--- src/rtl/riscv_tohost_pkg.sv ---
// Shared definitions for the TOHOST mailbox: register byte offsets, STATUS
// bit positions, dump FSM state encoding and the STATUS word packer.
package riscv_tohost_pkg;

    // Register byte offsets on the 4-bit config bus
    localparam logic [3:0] TOHOST_SIG_BEGIN = 4'h0;
    localparam logic [3:0] TOHOST_SIG_END   = 4'h4;
    localparam logic [3:0] TOHOST_CODE      = 4'h8;
    localparam logic [3:0] TOHOST_STATUS    = 4'hC;

    // STATUS bit positions
    localparam int unsigned STATUS_FINISH   = 0;
    localparam int unsigned STATUS_PASS     = 1;
    localparam int unsigned STATUS_DONE     = 2;
    localparam int unsigned STATUS_CODE_LSB = 3;

    // Dump FSM state encoding
    localparam logic [2:0] ST_IDLE = 3'd0;
    localparam logic [2:0] ST_REQ  = 3'd1;
    localparam logic [2:0] ST_WAIT = 3'd2;
    localparam logic [2:0] ST_EMIT = 3'd3;
    localparam logic [2:0] ST_DONE = 3'd4;

    // Only the low 29 code bits fit beside the three flags
    function automatic logic [31:0] status_word(input logic [28:0] code_lo,
                                                input logic        done,
                                                input logic        pass,
                                                input logic        finish);
        logic [31:0] s;
        s                     = '0;
        s[STATUS_FINISH]      = finish;
        s[STATUS_PASS]        = pass;
        s[STATUS_DONE]        = done;
        s[31:STATUS_CODE_LSB] = code_lo;
        return s;
    endfunction

endpackage

--- src/rtl/riscv_tohost_regs.sv ---
// Register file and config-bus decode for the TOHOST mailbox.
// Ports:
//   clk, rst              clock, synchronous active-high reset
//   cfg_addr/wr/rd/wdata  config bus request (single-cycle strobes)
//   cfg_rdata, cfg_ack    registered read data and acknowledge
//   dump_done             sticky dump-complete flag from the dump FSM
//   sig_begin, sig_end    word-aligned signature bounds (SIG_AW bits)
//   sim_finish, test_pass sticky finish flag and pass flag
module riscv_tohost_regs
    import riscv_tohost_pkg::*;
#(
    parameter int unsigned SIG_AW = 17
) (
    input  logic              clk,
    input  logic              rst,
    input  logic [3:0]        cfg_addr,
    input  logic              cfg_wr,
    input  logic              cfg_rd,
    input  logic [31:0]       cfg_wdata,
    input  logic              dump_done,
    output logic [31:0]       cfg_rdata,
    output logic              cfg_ack,
    output logic [SIG_AW-1:0] sig_begin,
    output logic [SIG_AW-1:0] sig_end,
    output logic              sim_finish,
    output logic              test_pass
);

    logic [30:0] code;
    logic [31:0] rd_mux;
    logic        wr_open;

    // Once finished the configuration is frozen until reset
    assign wr_open = cfg_wr && !sim_finish;

    // Read mux sees the pre-write state, so a same-cycle write is invisible
    always_comb begin
        rd_mux = '0;
        case (cfg_addr)
            TOHOST_SIG_BEGIN: rd_mux = 32'(sig_begin);
            TOHOST_SIG_END:   rd_mux = 32'(sig_end);
            TOHOST_CODE:      rd_mux = {code, sim_finish};
            TOHOST_STATUS:    rd_mux = status_word(code[28:0], dump_done, test_pass, sim_finish);
            default:          rd_mux = '0;
        endcase
    end

    always_ff @(posedge clk) begin
        if (rst) begin
            cfg_rdata  <= '0;
            cfg_ack    <= 1'b0;
            sig_begin  <= '0;
            sig_end    <= '0;
            code       <= '0;
            sim_finish <= 1'b0;
            test_pass  <= 1'b0;
        end else begin
            cfg_ack   <= cfg_wr || cfg_rd;
            cfg_rdata <= cfg_rd ? rd_mux : '0;
            if (wr_open) begin
                case (cfg_addr)
                    TOHOST_SIG_BEGIN: sig_begin <= {cfg_wdata[SIG_AW-1:2], 2'b00};
                    TOHOST_SIG_END:   sig_end   <= {cfg_wdata[SIG_AW-1:2], 2'b00};
                    TOHOST_CODE: begin
                        // Bit 0 is the "finished" marker; without it the write is dropped
                        if (cfg_wdata[0]) begin
                            code       <= cfg_wdata[31:1];
                            sim_finish <= 1'b1;
                            test_pass  <= (cfg_wdata[31:1] == 31'd0);
                        end
                    end
                    default: ;
                endcase
            end
        end
    end

endmodule

--- src/rtl/riscv_tohost_mailbox.sv ---
// TOHOST mailbox and signature streamer. Firmware programs the signature
// bounds and a completion code; on finish the block reads each signature word
// from TCM and streams it out over valid/ready.
// Ports:
//   clk_i, rst_i                       clock, synchronous active-high reset
//   cfg_*                              config bus (registered rdata/ack)
//   mem_rd_o, mem_addr_o, mem_accept_i TCM read request channel
//   mem_ack_i, mem_data_i              TCM read response
//   sig_valid_o, sig_data_o, sig_ready_i  signature word stream
//   sim_finish_o, test_pass_o, dump_done_o  status flags
module riscv_tohost_mailbox
    import riscv_tohost_pkg::*;
#(
    parameter int unsigned SIG_AW = 17
) (
    input  logic        clk_i,
    input  logic        rst_i,
    input  logic [3:0]  cfg_addr_i,
    input  logic        cfg_wr_i,
    input  logic        cfg_rd_i,
    input  logic [31:0] cfg_wdata_i,
    output logic [31:0] cfg_rdata_o,
    output logic        cfg_ack_o,
    output logic        mem_rd_o,
    output logic [31:0] mem_addr_o,
    input  logic        mem_accept_i,
    input  logic        mem_ack_i,
    input  logic [31:0] mem_data_i,
    output logic        sig_valid_o,
    output logic [31:0] sig_data_o,
    input  logic        sig_ready_i,
    output logic        sim_finish_o,
    output logic        test_pass_o,
    output logic        dump_done_o
);

    logic [SIG_AW-1:0] sig_begin;
    logic [SIG_AW-1:0] sig_end;
    logic              sim_finish;
    logic              test_pass;

    logic [2:0]        state_q, state_d;
    logic [SIG_AW-1:0] ptr_q, ptr_d, ptr_next;
    logic              mem_rd_q;
    logic [31:0]       mem_addr_q;
    logic              sig_valid_q;
    logic [31:0]       sig_data_q;
    logic              dump_done_q;

    riscv_tohost_regs #(
        .SIG_AW (SIG_AW)
    ) u_regs (
        .clk        (clk_i),
        .rst        (rst_i),
        .cfg_addr   (cfg_addr_i),
        .cfg_wr     (cfg_wr_i),
        .cfg_rd     (cfg_rd_i),
        .cfg_wdata  (cfg_wdata_i),
        .dump_done  (dump_done_q),
        .cfg_rdata  (cfg_rdata_o),
        .cfg_ack    (cfg_ack_o),
        .sig_begin  (sig_begin),
        .sig_end    (sig_end),
        .sim_finish (sim_finish),
        .test_pass  (test_pass)
    );

    // ptr < sig_end and both are word aligned, so ptr + 4 cannot overflow
    assign ptr_next = ptr_q + SIG_AW'(4);

    always_comb begin
        state_d = state_q;
        ptr_d   = ptr_q;
        case (state_q)
            ST_IDLE: begin
                if (sim_finish) begin
                    ptr_d   = sig_begin;
                    state_d = (sig_begin >= sig_end) ? ST_DONE : ST_REQ;
                end
            end
            ST_REQ: begin
                if (mem_accept_i) state_d = ST_WAIT;
            end
            ST_WAIT: begin
                if (mem_ack_i) state_d = ST_EMIT;
            end
            ST_EMIT: begin
                if (sig_ready_i) begin
                    ptr_d   = ptr_next;
                    state_d = (ptr_next >= sig_end) ? ST_DONE : ST_REQ;
                end
            end
            ST_DONE: state_d = ST_DONE;
            default: state_d = ST_IDLE;
        endcase
    end

    // Outputs are flops decoded from the next state so they line up with it
    always_ff @(posedge clk_i) begin
        if (rst_i) begin
            state_q     <= ST_IDLE;
            ptr_q       <= '0;
            mem_rd_q    <= 1'b0;
            mem_addr_q  <= '0;
            sig_valid_q <= 1'b0;
            sig_data_q  <= '0;
            dump_done_q <= 1'b0;
        end else begin
            state_q     <= state_d;
            ptr_q       <= ptr_d;
            mem_rd_q    <= (state_d == ST_REQ);
            mem_addr_q  <= 32'(ptr_d);
            sig_valid_q <= (state_d == ST_EMIT);
            dump_done_q <= (state_d == ST_DONE);
            // Responses outside WAIT are stray and must not touch the held word
            if (state_q == ST_WAIT && mem_ack_i) sig_data_q <= mem_data_i;
        end
    end

    assign mem_rd_o     = mem_rd_q;
    assign mem_addr_o   = mem_addr_q;
    assign sig_valid_o  = sig_valid_q;
    assign sig_data_o   = sig_data_q;
    assign sim_finish_o = sim_finish;
    assign test_pass_o  = test_pass;
    assign dump_done_o  = dump_done_q;

endmodule

--- config.mk ---
export PLATFORM = sky130hd
export DESIGN_NAME = riscv_tohost_mailbox
export DESIGN_NICKNAME = d
export VERILOG_FILES = /design/src/rtl/riscv_tohost_pkg.sv /design/src/rtl/riscv_tohost_regs.sv /design/src/rtl/riscv_tohost_mailbox.sv
export SDC_FILE = /design/constraint.sdc
export NUM_CORES = 1
export LEC_CHECK = 0
export ABC_AREA = 1
export CORE_UTILIZATION = 40
export CTS_CLUSTER_SIZE = 24
export DETAILED_ROUTE_END_ITERATION = 16
export PLACE_DENSITY = 0.68
export SETUP_SLACK_MARGIN = 0.2
export SKIP_LAST_GASP = 1
export SYNTH_ARGS = -nofsm -noshare
export SYNTH_HDL_FRONTEND = slang
export SYNTH_SLANG_ARGS = --single-unit
export TNS_END_PERCENT = 1
--- constraint.sdc ---
create_clock -name clk_i -period 2.92 [get_ports clk_i]
set_input_delay 0.584 -clock clk_i [delete_from_list [all_inputs] [get_ports clk_i]]
set_output_delay 0.584 -clock clk_i [all_outputs]
set_load 0.02 [all_outputs]
# [Word level (Yosys, flattened, before mapping)]
# Index checks and enable logic that the tools add are counted.
[totals] register_bits=166 latch_bits=0 mem_bits_rw=0 rom_bits=0 word_cells=50 n_memories=0
[classes] addsub=1 n_mul=0 div_mod_pow=0 magnitude_cmp=2 n_eq_ne=10 n_shift=0 mux=11 bitwise_logic=1 reduce_logical=11
[ops] cell="$pmux W32 S4" count=1
[ops] cell="$ge A17 B17 Y1" count=2
[ops] cell="$mux W17" count=2
[ops] cell="$pmux W17 S2" count=1
[ops] cell="$logic_not A31 Y1" count=1
[ops] cell="$mux W3" count=6
[ops] cell="$add A17 B3 Y17 const B" count=1
[ops] cell="$pmux W3 S5" count=1
[ops] cell="$eq A3 B2 Y1 const B" count=3
[ops] cell="$eq A4 B4 Y1 const B" count=2
[ops] cell="$eq A3 B1 Y1 const B" count=2
[ops] cell="$eq A3 B3 Y1 const B" count=2
[ops] cell="$eq A4 B3 Y1 const B" count=1
[ops] cell="$logic_not A4 Y1" count=1
[ops] cell="$reduce_and A2 Y1" count=2
[ops] cell="$logic_not A3 Y1" count=1
[ops] cell="$reduce_and A3 Y1" count=1
[ops] cell="$logic_and A1 B1 Y1" count=2
[ops] cell="$reduce_or A2 Y1" count=1
[ops] cell="$logic_not A1 Y1" count=1
[ops] cell="$logic_or A1 B1 Y1" count=1
[ops] cell="$not A1 Y1" count=1

# [Depth between registers and ports, before layout]
[logic_depth] depth_word=6 depth_mapped=21

# [Hierarchy]
# A second synthesis with hierarchy kept.
[unflattened] hier_cells=1011 hier_area_um2=7343.3
[modules_own_cells] mod="riscv_tohost_regs" instances=1 cells_per_inst=516 area_each_um2=3890.0 seq_area_each_um2=1921.8
[modules_own_cells] mod="riscv_tohost_mailbox" instances=1 cells_per_inst=495 area_each_um2=3453.3 seq_area_each_um2=1101.1

# [Worst setup path after synthesis]
# OpenSTA, ideal clock, no wires.
[synth_timing] kind="reg-to-reg" start="register mem_addr_o[2] (netlist name)" end="register sig_valid_q (netlist: sig_valid_o)" arrival_ns=2.436 required_time_ns=2.856 setup_slack_ns=0.420 path_stages_with_launch=22 n_path_buf=0 period_less_slack_ns=2.500 cell_sequence="dfxtp_1 ha_1 nand3_1 nor2_4 nand4_1 o21ai_0 o21ai_0 inv_1 ha_1 nand2_1 inv_1 nand2_1 nand2_1 nand2_1 nand2_1 nor2_1 nand2_1 nand2_1 nand2_1 nand2_1 inv_1 nor2_1"
[synth_rtl] item="end signal: assignment" line="riscv_tohost_mailbox.sv:113" text="sig_valid_q <= (state_d == ST_EMIT);"
[synth_rtl] item="end: declaration" line="riscv_tohost_mailbox.sv:46" text="logic sig_valid_q;"

==> results.txt <==
Total Negative Setup Slacks = 0 ps
F_max = 399 MHz
Die width = 132 um
CTS sink cnt = 149
Vias in the first global route = 5,507
Post-synth EDFFs = 0
Synth warnings = 0
Pin count of the biggest net entering global routing = 50
Fillers = 1,574
Initial antenna violation count = 0
Setup bufs post-CTS = 0
Residual DRC = 0
Slew margin rel. = 56.0%
Hold endpoint = u_regs.cfg_rdata[30]$_SDFF_PP0_
DP Area = 8480 sq um
Share of layout cells above drive strength 1 = 6.49%
Die height = 132 um
Crit start category = flop
Synth area leader = dfxtp_1
RR Endpoint = state_q[0]$_SDFF_PP0_
Status = finished clean
Area Overhead vs Synth = 35.3%
Synth Flop Type = dfxtp_1
Core Footprint = 16,500 sq um
Max-cap viol count = 0
Reg clk slew, reported paths = 60 ps
Global Route Usage Sum = 21.0%
Synthesis-stage register bit count = 149
Fin crit period = 2510 ps
Area share of the largest cell type after synthesis = 44.2%
Vias = 6,292
Pint = 3.58 mW
Number of vias per cell = 4.90
Diode count = 0
CTS resizes = 0
Bufs and invs on worst path = 3
Lkg Pwr = 3.56 nW
CTS buffer count = 17
Async S/R FF share, synth = 0%
Syn_area_per_cell = 7.46 sq um
CP required = 3220 ps
Multiplexer share of the synthesized area = 0%
Area contributors post-synth = dfxtp_1 44%, nor2_1 8.3%, o21ai_0 8.2%, a21oi_1 6.8%, nand2_1 6.2%
Crit-path max FO = 5
Fin crit share = 85.8%
Final Skew = 8.64 ps
Hold path depth = 2
CP Class = reg2reg
Switching Fraction = 23.3%
Final hold slack = 462 ps
Clock latency on the worst-skew pair = 420 ps
CTS tree = yes
First-pass GRT wire length = 28,800 um
Post-route cell area = 9130 sq um
Post-DP HPWL = 13,100 um
Top-count cell post-synth = nor2_1
VDD IR-drop max = 398 uV
Unrepaired setup endpoints after global routing = false
Largest delay contributor family on the critical path = simple AND/OR/NAND/NOR gates
Largest family of logic cells by synthesized area = compound AO/OA/AOI/OAI gates
Hold Violations, Final = 0
NetSw = 1.09 mW
PortBufs = 159
Initial Util = 40.8%
Layout Nets = 1,156
Cells along the critical path = inv_1 > nor3_2 > nand3_1 > nor2_1 > xor2_1 > inv_1 > ha_1 > nand2_1 > nor2_1 > nand3_1 > nor2_1 > nor2_1 > nand2_1 > nand2_1 > nand2_1 > nand2_1 > inv_1 > nor2_1
Critical path arrival = 2800 ps
Hold crit path type = reg2reg
Die area = 17,400 sq um
Crit end category = flop
Fin. max-slew vios = 0
Routability cong. = 0.887
Final setup fails = 0
H-tree depth = 4
XOR/XNOR Fraction of Synth Area = 1.17%
Routed len/inst = 14.2 um
GRT Residual Overflow = 0
Worst Tran Pin Value = 659 ps
Detailed Routing Iterations Pass 1 = 5
# IOs = 177
Slowest-stage cell, CP = dfxtp_2
Clock power frac = 47.4%
Rows = 47
Pwr Density = 511 nW/um^2
CTS Buffer Depth = 2
Gate power share = 8.2%
R2R depth = 18
Hold Startpoint = u_regs.code[29]$_SDFFE_PP0P_
Worst reg2reg startpoint = mem_addr_o[5]$_SDFFE_PP0P_
Synth Area in Simple Gates = 19.3%
Post-synthesis instance total = 905
Worst path max stage delay = 390 ps
DR iter-0 viols = 462
CTS root buf = clkbuf_16
Register area share after synthesis = 44.2%
Post-Syn Area = 6750 sq um
WL final = 18,300 um
Total power = 4.66 mW
Synth Area in Adders = 5.75%
CTS Hold Bufs = 0
Post-synth top cells = 150 x nor2_1, 149 x dfxtp_1, 112 x nand2_1
Final ANT Viol Nets = 0
Synth Area in Compound Gates = 19.5%
Yosys cell types = 36
Reg2reg setup slack = 410 ps
Sequential Power Share = 44.4%
-- worst min-delay path, stage by stage (launching register included) --
cell and delay (ps):
dfxtp_1 310, nand2_1 60, a21oi_1 50
-- power groups by stage --
stage	Clock (mW)	Sequential, mW	Combinational (mW)
2_1_floorplan	0	2.12	0.205
3_3_place_gp	0	2.12	0.371
3_5_place_dp	0	2.12	0.372
4_1_cts	2.25	2.07	0.376
5_1_grt	2.34	2.07	0.420
6_report	2.21	2.07	0.381
-- cell type report --
| type | instances | area, sq um | share of cell area [%] |
|---|---|---|---|
| tap | 220 | 275 | 3.01 |
| clock buffer | 21 | 480 | 5.26 |
| sequential | 149 | 2990 | 32.8 |
| multi-input combinational | 614 | 3190 | 34.9 |
| clock inverter | 11 | 123 | 1.34 |
| inverter | 97 | 364 | 3.99 |
| timing repair buffer | 171 | 1710 | 18.7 |
-- how the worst max path moves through the flow --
stage                                          start                     end  slack (ps)  depth (start not counted)
after floorplan           mem_addr_o[2]$_SDFFE_PP0P_  sig_valid_o$_SDFF_PP0_         420                         21
after global placement    mem_addr_o[3]$_SDFFE_PP0P_   state_q[0]$_SDFF_PP0_         450                         16
after CTS                 mem_addr_o[3]$_SDFFE_PP0P_   state_q[0]$_SDFF_PP0_         280                         16
after global routing      mem_addr_o[3]$_SDFFE_PP0P_   state_q[0]$_SDFF_PP0_         200                         21
final                     mem_addr_o[5]$_SDFFE_PP0P_   state_q[0]$_SDFF_PP0_         410                         18
after detailed placement  mem_addr_o[3]$_SDFFE_PP0P_   state_q[0]$_SDFF_PP0_         300                         16
-- cells in the final DEF, fill, tap and decap left out, drive strengths merged, types with 10 or more instances in the layout --
| cell type | instances |
|---|---|
| clkdlybuf4s50 | 159 |
| nor2 | 153 |
| dfxtp | 149 |
| nand2 | 113 |
| o21ai | 113 |
| inv | 98 |
| a21oi | 92 |
| ha | 31 |
| clkbuf | 21 |
| nand3 | 19 |
| conb | 17 |
| o22ai | 15 |
| a221oi | 15 |
| buf | 12 |
| nand4 | 10 |
-- sequential cells by signal, summed over array words and instances (netlist names), 3 cells and up --
| register | cells |
|---|---|
| u_regs.code | 31 |
| state_q | 3 |
| mem_addr_o | 15 |
| u_regs.cfg_rdata | 32 |
| sig_data_o | 32 |
| u_regs.sig_begin | 15 |
| u_regs.sig_end | 15 |
-- metal layers --
metal  track usage (%)  share of wire (%)  up-vias
met5                 0                  0        -
li1                  -                  -     3249
met1              28.6                 47     2847
met3              4.54                5.6       17
met2              33.0                 46      179
met4              6.98                1.3        0
-- kinds of logic (layout without fill, tap and decap cells) --
group,after synthesis,count (layout)
and+or+nand+nor,314,314
DFF,149,149
buffers and inverters,158,300
xor gates and xnor gates,9,9
adders and majority gates,31,31
other,1,17
AOI/OAI and AO/OA,243,243
-- stage by stage --
step	std cells	utilization, %	setup WS [ps]
CTS	1283	55.0	284
global route	1283	55.3	200
global placement	1251	51.3	454
finish	1283	55.3	414
detailed placement	1251	51.3	302
floorplan	921	-	420
No activity file was read; power rests on OpenSTA's default activity.
